$ cat src/rtl/product_accumulator.sv
// product_accumulator
// Sums a programmed number of signed multiplier products into a guard-banded
// accumulator. It returns the sum on a valid/ready result handshake.
// prod_ready, acc_valid and busy are decoded from the state register only,
// so no input reaches an output combinationally.

module product_accumulator #(
    parameter int PROD_W = 64,
    parameter int CNT_W  = 8,
    parameter int ACC_W  = PROD_W + CNT_W
) (
    input  logic              clk,
    input  logic              rst,
    input  logic              start,
    input  logic [CNT_W-1:0]  len,
    input  logic              flush,
    input  logic [PROD_W-1:0] product,
    input  logic              prod_valid,
    output logic              prod_ready,
    output logic [ACC_W-1:0]  acc_out,
    output logic              acc_valid,
    input  logic              acc_ready,
    output logic [CNT_W-1:0]  acc_count,
    output logic              busy
);

    typedef enum logic [1:0] {
        IDLE  = 2'd0,
        ACCUM = 2'd1,
        DONE  = 2'd2
    } state_t;

    state_t             state_q,     state_d;
    logic [CNT_W-1:0]   remaining_q, remaining_d;
    logic [ACC_W-1:0]   acc_q,       acc_d;
    logic [CNT_W-1:0]   count_q,     count_d;
    logic [ACC_W-1:0]   product_ext;
    logic               beat;

    // The guard bits above the product take copies of its sign bit.
    // This keeps the full-width add a correct two's-complement sum.
    assign product_ext = {{(ACC_W-PROD_W){product[PROD_W-1]}}, product};

    // A beat counts only in ACCUM. Flush overrides it, so a product that is
    // presented during a flush cycle is dropped and never added.
    assign beat = (state_q == ACCUM) && prod_valid && !flush;

    // Next-state logic and datapath updates. Flush has priority over the
    // normal state machine. In IDLE, start is the only thing that can change
    // state; it is ignored everywhere else.
    always_comb begin
        state_d     = state_q;
        remaining_d = remaining_q;
        acc_d       = acc_q;
        count_d     = count_q;

        if (flush) begin
            state_d     = IDLE;
            remaining_d = '0;
        end else begin
            case (state_q)
                IDLE: begin
                    if (start) begin
                        remaining_d = len;
                        acc_d       = '0;
                        count_d     = '0;
                        if (len == '0) begin
                            state_d = DONE;
                        end else begin
                            state_d = ACCUM;
                        end
                    end
                end

                ACCUM: begin
                    if (beat) begin
                        acc_d       = acc_q + product_ext;
                        count_d     = count_q + CNT_W'(1);
                        remaining_d = remaining_q - CNT_W'(1);
                        if (remaining_q == CNT_W'(1)) begin
                            state_d = DONE;
                        end
                    end
                end

                DONE: begin
                    if (acc_ready) begin
                        state_d = IDLE;
                    end
                end

                default: begin
                    state_d     = IDLE;
                    remaining_d = '0;
                end
            endcase
        end
    end

    // State and datapath registers. The reset is synchronous and overrides
    // every other update.
    always_ff @(posedge clk) begin
        if (rst) begin
            state_q     <= IDLE;
            remaining_q <= '0;
            acc_q       <= '0;
            count_q     <= '0;
        end else begin
            state_q     <= state_d;
            remaining_q <= remaining_d;
            acc_q       <= acc_d;
            count_q     <= count_d;
        end
    end

    assign prod_ready = (state_q == ACCUM);
    assign acc_valid  = (state_q == DONE);
    assign busy       = (state_q != IDLE);
    assign acc_out    = acc_q;
    assign acc_count  = count_q;

endmodule

$ cat config.mk
export PLATFORM = sky130hd
export DESIGN_NAME = product_accumulator
export DESIGN_NICKNAME = d
export VERILOG_FILES = /design/src/rtl/product_accumulator.sv
export SDC_FILE = /design/constraint.sdc
export NUM_CORES = 1
export LEC_CHECK = 0
export CAP_MARGIN = 20
export CORE_MARGIN = 1
export CORE_UTILIZATION = 48
export DETAILED_ROUTE_END_ITERATION = 10
export DONT_BUFFER_PORTS = 1
export PLACE_DENSITY_LB_ADDON = 0.25
export SYNTH_ARGS = -nofsm -noshare
export SYNTH_HDL_FRONTEND = slang
export SYNTH_SLANG_ARGS = --single-unit
export TNS_END_PERCENT = 50
$ cat constraint.sdc
create_clock -name clk -period 5.8 [get_ports clk]
set_input_delay 0 -clock clk [delete_from_list [all_inputs] [get_ports clk]]
set_output_delay 0 -clock clk [all_outputs]
set_load 0.02 [all_outputs]
==> results of run 1 <==
## cell usage after synthesis (4+ instances only)
| library cell | instances | area, um^2 |
|---|---|---|
| nand2_1 | 112 | 420.4 |
| a21oi_1 | 102 | 510.5 |
| dfxtp_1 | 90 | 1802 |
| nor2_1 | 89 | 334.1 |
| ha_1 | 74 | 925.9 |
| a21o_1 | 54 | 405.4 |
| clkbuf_1 | 52 | 195.2 |
| o21ai_0 | 50 | 250.2 |
| xnor2_1 | 38 | 332.8 |
| xor2_1 | 31 | 271.5 |
| a22oi_1 | 30 | 225.2 |
| o21ai_1 | 24 | 120.1 |
| nand3_1 | 23 | 115.1 |
| nand4_1 | 23 | 143.9 |
| inv_1 | 19 | 71.32 |
| o21bai_1 | 19 | 142.6 |
| nor3_1 | 15 | 75.07 |
| nor4_1 | 10 | 62.56 |
| nand2b_1 | 9 | 56.30 |
| nor2b_1 | 9 | 56.30 |
| and2_1 | 8 | 50.05 |
| or3_1 | 8 | 50.05 |
| a31oi_1 | 7 | 43.79 |
| nand3b_1 | 7 | 52.55 |
| o21a_1 | 7 | 52.55 |
| a211oi_1 | 6 | 45.04 |
| o211ai_1 | 6 | 45.04 |
| or2_2 | 6 | 37.54 |
| and3_1 | 5 | 31.28 |
| mux2i_1 | 5 | 50.05 |
| a221o_1 | 4 | 40.04 |
| buf_2 | 4 | 20.02 |
## state kept, by name, summed over array words and instances (netlist names)
signal and cells:
acc_count 8, state_q 2, acc_out 72, remaining_q 8
## area by class of cell
cell class	count	area, um^2	share of cell area
multi-input combinational	829	5451	0.6734
sequential	90	1802	0.2226
tap	211	264.0	0.03261
clock buffer	12	246.5	0.03045
timing repair buffer	19	185.2	0.02287
clock inverter	4	75.07	0.009274
inverter	19	71.32	0.008810
## power groups by stage
stage | registers [mW] | clock network [mW] | logic [mW]
final | 0.647 | 0.646 | 0.260
after global routing | 0.649 | 0.694 | 0.290
after CTS | 0.647 | 0.664 | 0.259
after detailed placement | 0.661 | 0 | 0.244
after global placement | 0.661 | 0 | 0.243
after floorplan | 0.658 | 0 | 0.203
## layout by cell type, fill, tap and decap left out, types with 7 or more instances in the layout
cell type / instances
nand2_1: 112
a21oi_1: 102
dfxtp_1: 90
nor2_1: 88
ha_1: 74
a21o_1: 54
o21ai_0: 50
xnor2_1: 38
xor2_1: 31
a22oi_1: 30
o21ai_1: 24
nand4_1: 23
nand3_1: 23
inv_1: 19
o21bai_1: 19
nor3_1: 15
dlygate4sd3_1: 12
nor4_1: 10
nor2b_1: 9
nand2b_1: 9
clkbuf_16: 9
or3_1: 8
and2_1: 8
o21a_1: 7
a31oi_1: 7
nand3b_1: 7
## final timing paths
kind,to,slack [ps],depth (start not counted)
worst max register to register,acc_out[58],1990,13
worst min-delay path,state_q[0],30,3
worst min register to register,remaining_q[5],550,2
worst max-delay path,acc_out[58],1990,13
## kinds of logic after synthesis
logic type      after synthesis  synth area share
compound gates              346            0.3014
xor+xnor                     69           0.07998
fa+ha+maj                    75            0.1252
buf+inv                      78           0.04040
flops                        90            0.2385
mux                           6          0.008114
simple gates                333            0.2065
## routing by layer
| layer | wire length, um | GRT usage | part of all wire |
|---|---|---|---|
| met1 | 9053 | 0.3190 | 0.45 |
| met2 | 9148 | 0.4114 | 0.45 |
| met3 | 1680 | 0.06951 | 0.083 |
| met4 | 342 | 0.08403 | 0.017 |
| met5 | 0 | 0 | 0 |
## worst min-delay path, stage by stage
cell and delay, ps:
nor4_1 30, a21oi_1 120, o221a_2 200
==> impl_metrics.csv, run 1 <==
group,metric,value,unit
outcome,status,"completed",
worst_setup_path,crit_type,"register to register",
cts,post_cts_resized,0,
finish,design_area,8095,um^2
cts,cts_root_buf,"clkbuf_16",
timing,layout_min_cycle_time,3805,ps
floorplan,ioPinCount,161,
hold_path,worstHoldStart,"len[4]",
cts,cts_setup_buffers,0,
routing,drtIter0Drc,489,
finish,n_fill_cell,1458,
worst_setup_path,critPathArrivalTime,4040,ps
global_routing,grt_pass1_wl,33310,um
worst_setup_path,max_stage_delay,440,ps
cts,cts_tree,"yes",
worst_setup_path,slowest_stage,"fa_1",
worst_setup_path,startpoint,"acc_out[0]",
worst_setup_path,path_max_fanout,4,
power,switching_share,0.2821,
timing,hold_viol_final,0,
worst_setup_path,cp-end-kind,"register",
timing,skew,7.966,ps
floorplan,dieArea,16250,um^2
routing,wl,20220,um
finish,area_growth,7.137,%
worst_setup_path,startpoint_type,"register",
cts,cts_buffers,9,
power,peakVddDrop,0.1319,mV
global_routing,grt-ovfl-total,0,
placed_design,dp.cells,1155,
timing,setup-tns-final,0,ps
finish,fin_cells,1184,
power,p_seq_frac,0.417,
logic_synthesis,ys_warn_count,0,
worst_setup_path,regToRegStartpoint,"acc_out[0]",
global_routing,grt_use_total,0.2519,
cts,cts-htree-levels,3,
routing,dr_total_vias,7154,
worst_setup_path,worst_ep_required_time,6040,ps
flow_run,drv_cap,0,
power,total_power,1.554,mW
timing,tightest_slew,920.8,ps
timing,final.setup.worst_slack,1995,ps
worst_setup_path,worst-path-buf-inv,0,
routing,ant_nets,0,
floorplan,rows,45,
timing,rsz0062_at_grt,"false",
global_routing,grt_antenna_before_repair,0,
placed_design,hpwl,15310,um
power,clkPwrFrac,0.416,
logic_synthesis,synth_seq_cells,90,
cts,cts_hold_buf,13,
cts,clockBufferDepth,2,
timing,holdWs,34.59,ps
global_routing,grt_max_degree,47,
routing,via_per_inst,6.042,
finish,layout-drive-gt1-share,0.04111,
finish,diodes,0,
timing,fin_crit_sh,0.6561,
finish,nets,1121,
cts,clock-sinks,90,
floorplan,die_w,127.5,um
global_routing,grt_pass1_vias,6816,
logic_synthesis,async_reset_ff_frac,0,
cts,clk_latency,350,ps
logic_synthesis,syn_area_per_cell,7.579,um^2
logic_synthesis,synth_ff_type,"dfxtp_1",
worst_setup_path,cp_cell_sequence,"ha_1 > fa_1 > a21o_1 > a21o_1 > a21o_1 > a21oi_1 > o21ai_1 > a21oi_1 > nor4_1 > a21bo_2 > a311oi_2 > o21ai_0 > a211o_1",
logic_synthesis,synth_nets,1150,
floorplan,core-area,15260,um^2
logic_synthesis,ys_seq_area_frac,0.2385,
timing,relSlewSlack,0.3814,
timing,setup_viol,0,
worst_setup_path,cp_common_cell,"a21o_1",
floorplan,fp.dieH,127.5,um
power,p_per_area,191.9,nW/um^2
routing,drc,0,
power,p_switching,0.4384,mW
placed_design,portBuffers,0,
cts,clk_pin_slew,70,ps
logic_synthesis,synth-edff-count,0,
placed_design,pre_cts_slack,2084,ps
power,power_frac_comb,0.167,
routing,drt-wirelength-per-cell,17.08,um
logic_synthesis,netlist_instances,997,
hold_path,hold_class,"input pin to register",
timing,fmax,262.8,MHz
logic_synthesis,synth_cell_types,65,
placed_design,place_congestion,0.8957,
timing,maxSlewViolCount,0,
power,p_int,1.115,mW
floorplan,start_util,0.4952,
worst_setup_path,cp_top_family,"compound AO/OA/AOI/OAI gates",
power,total_leakage_power,3.513,nW
placed_design,dpl_cell_area,7634,um^2
routing,dr.pass1.iters,5,
finish,finish.utilization,0.5305,
logic_synthesis,syn-cell-area,7556,um^2
Power figures use the tool's default switching activity.
==> run 2: changes to the inputs <==
- clock period: 5.8 -> 3.6 ns (I/O delays scaled with it)
==> run 2 against run 1 <==
Maximum frequency grew 13%. Clock power increased by 75%. Combinational power up 70%. Power grew 68%. Clock skew about the same. Final cell count is 2.8% higher. Sequential cell count is the same. Routed wire length is 2.9% higher. Largest cell class unchanged.
==> impl_metrics.csv, run 2 (synthesized netlist as in run 1, its figures left out) <==
group,metric,value,unit
outcome,status,"completed",
global_routing,use_met3,0.05905,
finish,largest_reg_flops,72,
timing,hold_viol_final,0,
timing,fin_crit_sh,0.9318,
worst_setup_path,slowest_stage,"dlygate4sd3_1",
worst_setup_path,startpoint_type,"register",
routing,drt-wirelength-per-cell,17.09,um
finish,layout_common_cells,"nand2_1, a21oi_1, dfxtp_1",
routing,via_per_inst,5.956,
worst_setup_path,cp_common_cell,"a21o_1",
worst_setup_path,r2r_end,"acc_out[52]",
timing,relSlewSlack,0.4296,
routing,drtIter0Drc,445,
cts,cts_root_buf,"clkbuf_16",
finish,layout_commonest_cell,"nand2_1",
timing,skew,8.189,ps
worst_setup_path,startpoint,"acc_out[0]",
cts,cts_tree,"yes",
finish,n_fill_cell,1488,
placed_design,place_congestion,0.9676,
finish,layout-drive-gt1-share,0.07555,
global_routing,grt-ovfl-total,0,
flow_run,drv_cap,0,
cts,cts_buffers,9,
placed_design,portBuffers,0,
global_routing,busiest_layer,"met2",
timing,rsz0062_at_grt,"false",
cts,clk_latency,360,ps
cts,clockBufferDepth,2,
placed_design,hpwl,15760,um
worst_setup_path,worst_ep_required_time,3900,ps
worst_setup_path,cp-end-kind,"register",
power,p_per_area,310.0,nW/um^2
worst_setup_path,r2r_cells,13,
hold_path,hold_class,"input pin to register",
worst_setup_path,endpoint,"acc_out[52]",
global_routing,grt_pass1_wl,33810,um
floorplan,ioPinCount,161,
power,peakVddDrop,0.2349,mV
finish,area_growth,11.29,%
cts,clock-sinks,90,
floorplan,die_w,127.5,um
global_routing,grt_use_total,0.2568,
timing,setup-tns-final,0,ps
global_routing,grt_pass1_vias,6816,
power,total_power,2.607,mW
global_routing,use_met1,0.3338,
routing,ant_nets,0,
worst_setup_path,path_max_fanout,4,
global_routing,grt_max_degree,47,
cts,clk_pin_slew,70,ps
floorplan,start_util,0.4952,
timing,fmax,298.1,MHz
timing,setup_viol,0,
worst_setup_path,max_stage_delay,550,ps
worst_setup_path,rrSetupSlack,250,ps
power,total_leakage_power,3.722,nW
floorplan,dieArea,16250,um^2
routing,dr_total_vias,7249,
cts,cts-htree-levels,3,
routing,dr.pass1.iters,5,
floorplan,core-area,15260,um^2
worst_setup_path,cp_cell_sequence,"ha_1 > fa_1 > a21o_1 > a21o_1 > a21oi_2 > nor4b_1 > o211ai_1 > nand2_1 > a31oi_1 > xnor2_1 > nand3_1 > a21oi_1 > dlygate4sd3_1",
timing,maxSlewViolCount,0,
finish,diodes,0,
worst_setup_path,regToRegStartpoint,"acc_out[0]",
routing,drc,0,
timing,tightest_slew,849.1,ps
finish,nets,1154,
global_routing,grtUsageMet2,0.4224,
timing,layout_min_cycle_time,3355,ps
floorplan,fp.dieH,127.5,um
floorplan,rows,45,
worst_setup_path,critPathArrivalTime,3650,ps
global_routing,grt_antenna_before_repair,0,
routing,wl,20800,um
worst_setup_path,crit_type,"register to register",
-- run 2: timing repair --
| action | 4_1_cts | 5_1_grt |
|---|---|---|
| hold buffers | 14 | 0 |
| buffers inserted | 0 | 1 |
| setup endpoints to repair | 0 | 1 |
| resized for setup | 0 | 2 |
| hold endpoints to repair | 61 | 0 |
-- run 2: how the worst min path moves through the flow --
| stage | start | end | slack, ps | cells past startpoint |
|---|---|---|---|---|
| final | product[63] | acc_out[70] | 20 | 3 |
| after global routing | product[1] | acc_out[1] | 70 | 3 |
| after CTS | len[4] | state_q[0] | 5 | 3 |
| after detailed placement | rst | acc_out[51] | 90 | 1 |
| after global placement | rst | acc_out[52] | 80 | 1 |
| after floorplan | flush | remaining_q[0] | 190 | 2 |
-- run 2: layout make-up --
class,count,area (um^2),area share
clock inverters,7,123.9,0.01473
repair buffers,52,460.4,0.05475
flip-flops and latches,90,1802,0.2143
clock buffers,9,225.2,0.02678
inverters,19,71.32,0.008481
well taps,211,264.0,0.03139
multi-input cells,829,5463,0.6496
-- run 2: worst max-delay path: cells and delay by family (launching register included) --
| kind | cells | cell delay, ps |
|---|---|---|
| flip-flops | 1 | 320 |
| adder cells (fa/ha/maj) | 2 | 600 |
| buffers and inverters | 1 | 550 |
| AND/OR/NAND/NOR | 3 | 320 |
| AO/OA/AOI/OAI | 6 | 1350 |
| XOR/XNOR | 1 | 160 |
-- run 2: power breakdown --
part	leakage [nW]	switching, mW	total (mW)	internal [mW]
logic	2.83	0.274	0.441	0.167
registers	0.727	0.0241	1.04	1.01
clock network	0.167	0.445	1.13	0.685
-- run 2: metal layers --
metal	share of wire	wire length, um	vias up
met5	0	0	-
met4	0.012	259	0
met3	0.074	1549	21
met2	0.46	9486	203
met1	0.46	9508	3369
li1	-	-	3656
-- run 2: stage by stage --
step           hold slack, ps  setup slack [ps]  instances  area, um^2    util
2_1_floorplan           188.8             378.7        997        7556       -
3_3_place_gp            82.38             322.2       1186        7891  0.5172
3_5_place_dp            86.04             252.6       1186        7891  0.5172
4_1_cts                 4.503             113.6       1216        8391  0.5499
5_1_grt                 65.32             41.54       1217        8409  0.5511
6_report                19.54             245.4       1217        8409  0.5511
==> run 3: changes to the inputs <==
- ABC_AREA: not set -> 1
==> run 3 against run 2 <==
Core utilization down 1.7 points. Clock-buffer cell count unchanged. Synthesized cell count up 74%. Die area up 24%. Maximum frequency up 11%. Area after synthesis up 25%. Worst hold slack better by 1.9 ps. Sequential power about the same. Non-clock buffer count down 33. Largest cell class unchanged. Largest power group is now registers. Highest routed layer unchanged.
==> impl_metrics.csv, run 3 <==
group,metric,value,unit
logic_synthesis,synth_seq_cells,90,
flow_run,drv_cap,0,
worst_setup_path,worst_ep_required_time,3910,ps
worst_setup_path,startpoint_type,"register",
global_routing,grt_use_total,0.3063,
worst_setup_path,max_stage_delay,550,ps
worst_setup_path,slowest_stage,"dlygate4sd3_1",
logic_synthesis,synth.most_common_cell,"nand2_1",
floorplan,start_util,0.4974,
global_routing,use_met1,0.4009,
global_routing,grt-ovfl-total,0,
cts,clk_pin_slew,80,ps
worst_setup_path,worst-path-buf-inv,3,
floorplan,dieArea,20210,um^2
timing,setup-tns-final,0,ps
power,total_leakage_power,5.015,nW
power,peakVddDrop,0.2078,mV
timing,relSlewSlack,0.5740,
timing,fin_crit_sh,0.8376,
floorplan,fp.dieH,142.1,um
cts,cts_setup_buffers,0,
worst_setup_path,critPathArrivalTime,3330,ps
cts,cts_buffers,9,
routing,wl,30940,um
logic_synthesis,ys_seq_area_frac,0.1911,
routing,ant_nets,0,
logic_synthesis,synth_cell_types,40,
floorplan,die_w,142.1,um
finish,layout-drive-gt1-share,0.03559,
routing,dr.pass1.iters,6,
finish,layout_commonest_cell,"nand2_1",
timing,rsz0062_at_grt,"false",
outcome,status,"completed",
cts,clock-sinks,90,
finish,area_growth,7.445,%
global_routing,grtUsageMet2,0.4881,
hold_path,hold_class,"input pin to register",
worst_setup_path,cp_cell_sequence,"inv_2 > nor2_2 > nand2_1 > o21ai_2 > nor2_2 > nand2_4 > buf_4 > nand2_1 > a21oi_1 > dlygate4sd3_1",
logic_synthesis,syn_area_per_cell,5.446,um^2
logic_synthesis,syn-cell-area,9428,um^2
routing,drtIter0Drc,874,
placed_design,portBuffers,0,
global_routing,grt_antenna_before_repair,0,
worst_setup_path,cp_top_family,"buffers and inverters",
timing,hold_viol_final,0,
logic_synthesis,synth_commonest_cells,"nand2_1, inv_1, a21oi_1, nor2_1, nand3_1",
cts,cts_root_buf,"clkbuf_16",
logic_synthesis,synth.largest_area_cell,"nand2_1",
finish,finish.utilization,0.5344,
global_routing,grt_max_degree,77,
worst_setup_path,cp-end-kind,"register",
worst_setup_path,path_max_fanout,43,
cts,clockBufferDepth,2,
timing,fmax,331.6,MHz
logic_synthesis,synth-edff-count,0,
routing,drt-wirelength-per-cell,15.45,um
global_routing,busiest_layer,"met2",
worst_setup_path,crit_type,"register to register",
power,p_per_area,260.5,nW/um^2
logic_synthesis,ys_warn_count,0,
placed_design,hpwl,24740,um
global_routing,grt_pass1_wl,48470,um
routing,via_per_inst,5.360,
cts,cts-htree-levels,3,
cts,cts_tree,"yes",
timing,skew,10.43,ps
global_routing,use_met3,0.07739,
cts,clk_latency,360,ps
finish,layout_common_cells,"nand2_1, inv_1, a21oi_1",
global_routing,grt_pass1_vias,9676,
timing,setup_viol,0,
finish,nets,1890,
timing,tightest_slew,639.0,ps
timing,maxSlewViolCount,0,
logic_synthesis,synth_ff_type,"dfxtp_1",
routing,dr_total_vias,10740,
logic_synthesis,netlist_instances,1731,
floorplan,rows,50,
placed_design,place_congestion,0.9909,
logic_synthesis,synth_top_area_share,0.2528,
routing,drc,0,
floorplan,core-area,18960,um^2
floorplan,ioPinCount,161,
logic_synthesis,ys_top_cells_by_area,"nand2_1, dfxtp_1, inv_1",
logic_synthesis,synth_nets,1884,
finish,largest_reg_flops,72,
timing,layout_min_cycle_time,3015,ps
logic_synthesis,async_reset_ff_frac,0,
[run 3: changes by cell type in the layout (fill, tap and decap cells not counted), sizes merged, moves of 20 or more]
cell	delta
a22oi	-29
xnor2	-38
or2	+22
o21ai	-20
a21o	-54
inv	+284
nand3	+93
buf	-34
nand2	+524
nor2	+70
a21oi	+67
xor2	-27
[run 3: path summary, 6_finish.rpt]
check                  from             end  slack, ps  depth (start not counted)
min reg2reg  remaining_q[7]  remaining_q[7]        520                          2
min                     rst     acc_out[14]         20                          2
max reg2reg      state_q[0]      acc_out[0]        580                         10
max              state_q[0]      acc_out[0]        580                         10
[run 3: repair_timing]
item | 4_1_cts | 5_1_grt
hold buffers | 15 | 0
endpoints found under the hold margin | 85 | 0
resized for setup | 0 | 0
[run 3: cell type report]
cell class | instances | area (um^2)
Antenna cell | 1 | 2.502
Clock buffer | 9 | 225.2
Clock inverter | 7 | 76.32
Fill cell | 2048 | 8826
Inverter | 301 | 1130
Multi-Input combinational cell | 1316 | 6371
Sequential cell | 90 | 1802
Tap cell | 260 | 325.3
Timing Repair Buffer | 19 | 197.7
[run 3: through the flow]
stage | area (um^2) | power [mW] | setup slack (ps) | cells | hold slack [ps]
2_1_floorplan | 9428 | 1.503 | 1398 | 1731 | 174.3
5_1_grt | 10130 | 2.767 | 380.7 | 2002 | 45.74
3_3_place_gp | 9658 | 1.612 | 880.2 | 1971 | 76.67
3_5_place_dp | 9658 | 1.616 | 834.1 | 1971 | 78.32
4_1_cts | 10130 | 2.648 | 578.7 | 2002 | 33.36
6_report | 10130 | 2.639 | 584.6 | 2003 | 21.40
[run 3: kinds of logic after synthesis]
logic type | Yosys count | synth area share
simple gates | 979 | 0.4251
buf+inv | 325 | 0.1331
compound gates | 258 | 0.1467
flops | 90 | 0.1911
fa+ha+maj | 75 | 0.1003
xor+xnor | 4 | 0.003716
[run 3: layer usage]
layer  wire (um)  part of all wire
met1       13630              0.44
met2       13240              0.43
met3        3174              0.10
met4         887             0.029
met5           0                 0
[run 3: power by group]
group | internal, mW | switching, mW | leakage (nW)
Clock | 0.497 | 0.507 | 0.149
Sequential | 1.02 | 0.0465 | 0.727
Combinational | 0.182 | 0.387 | 4.14
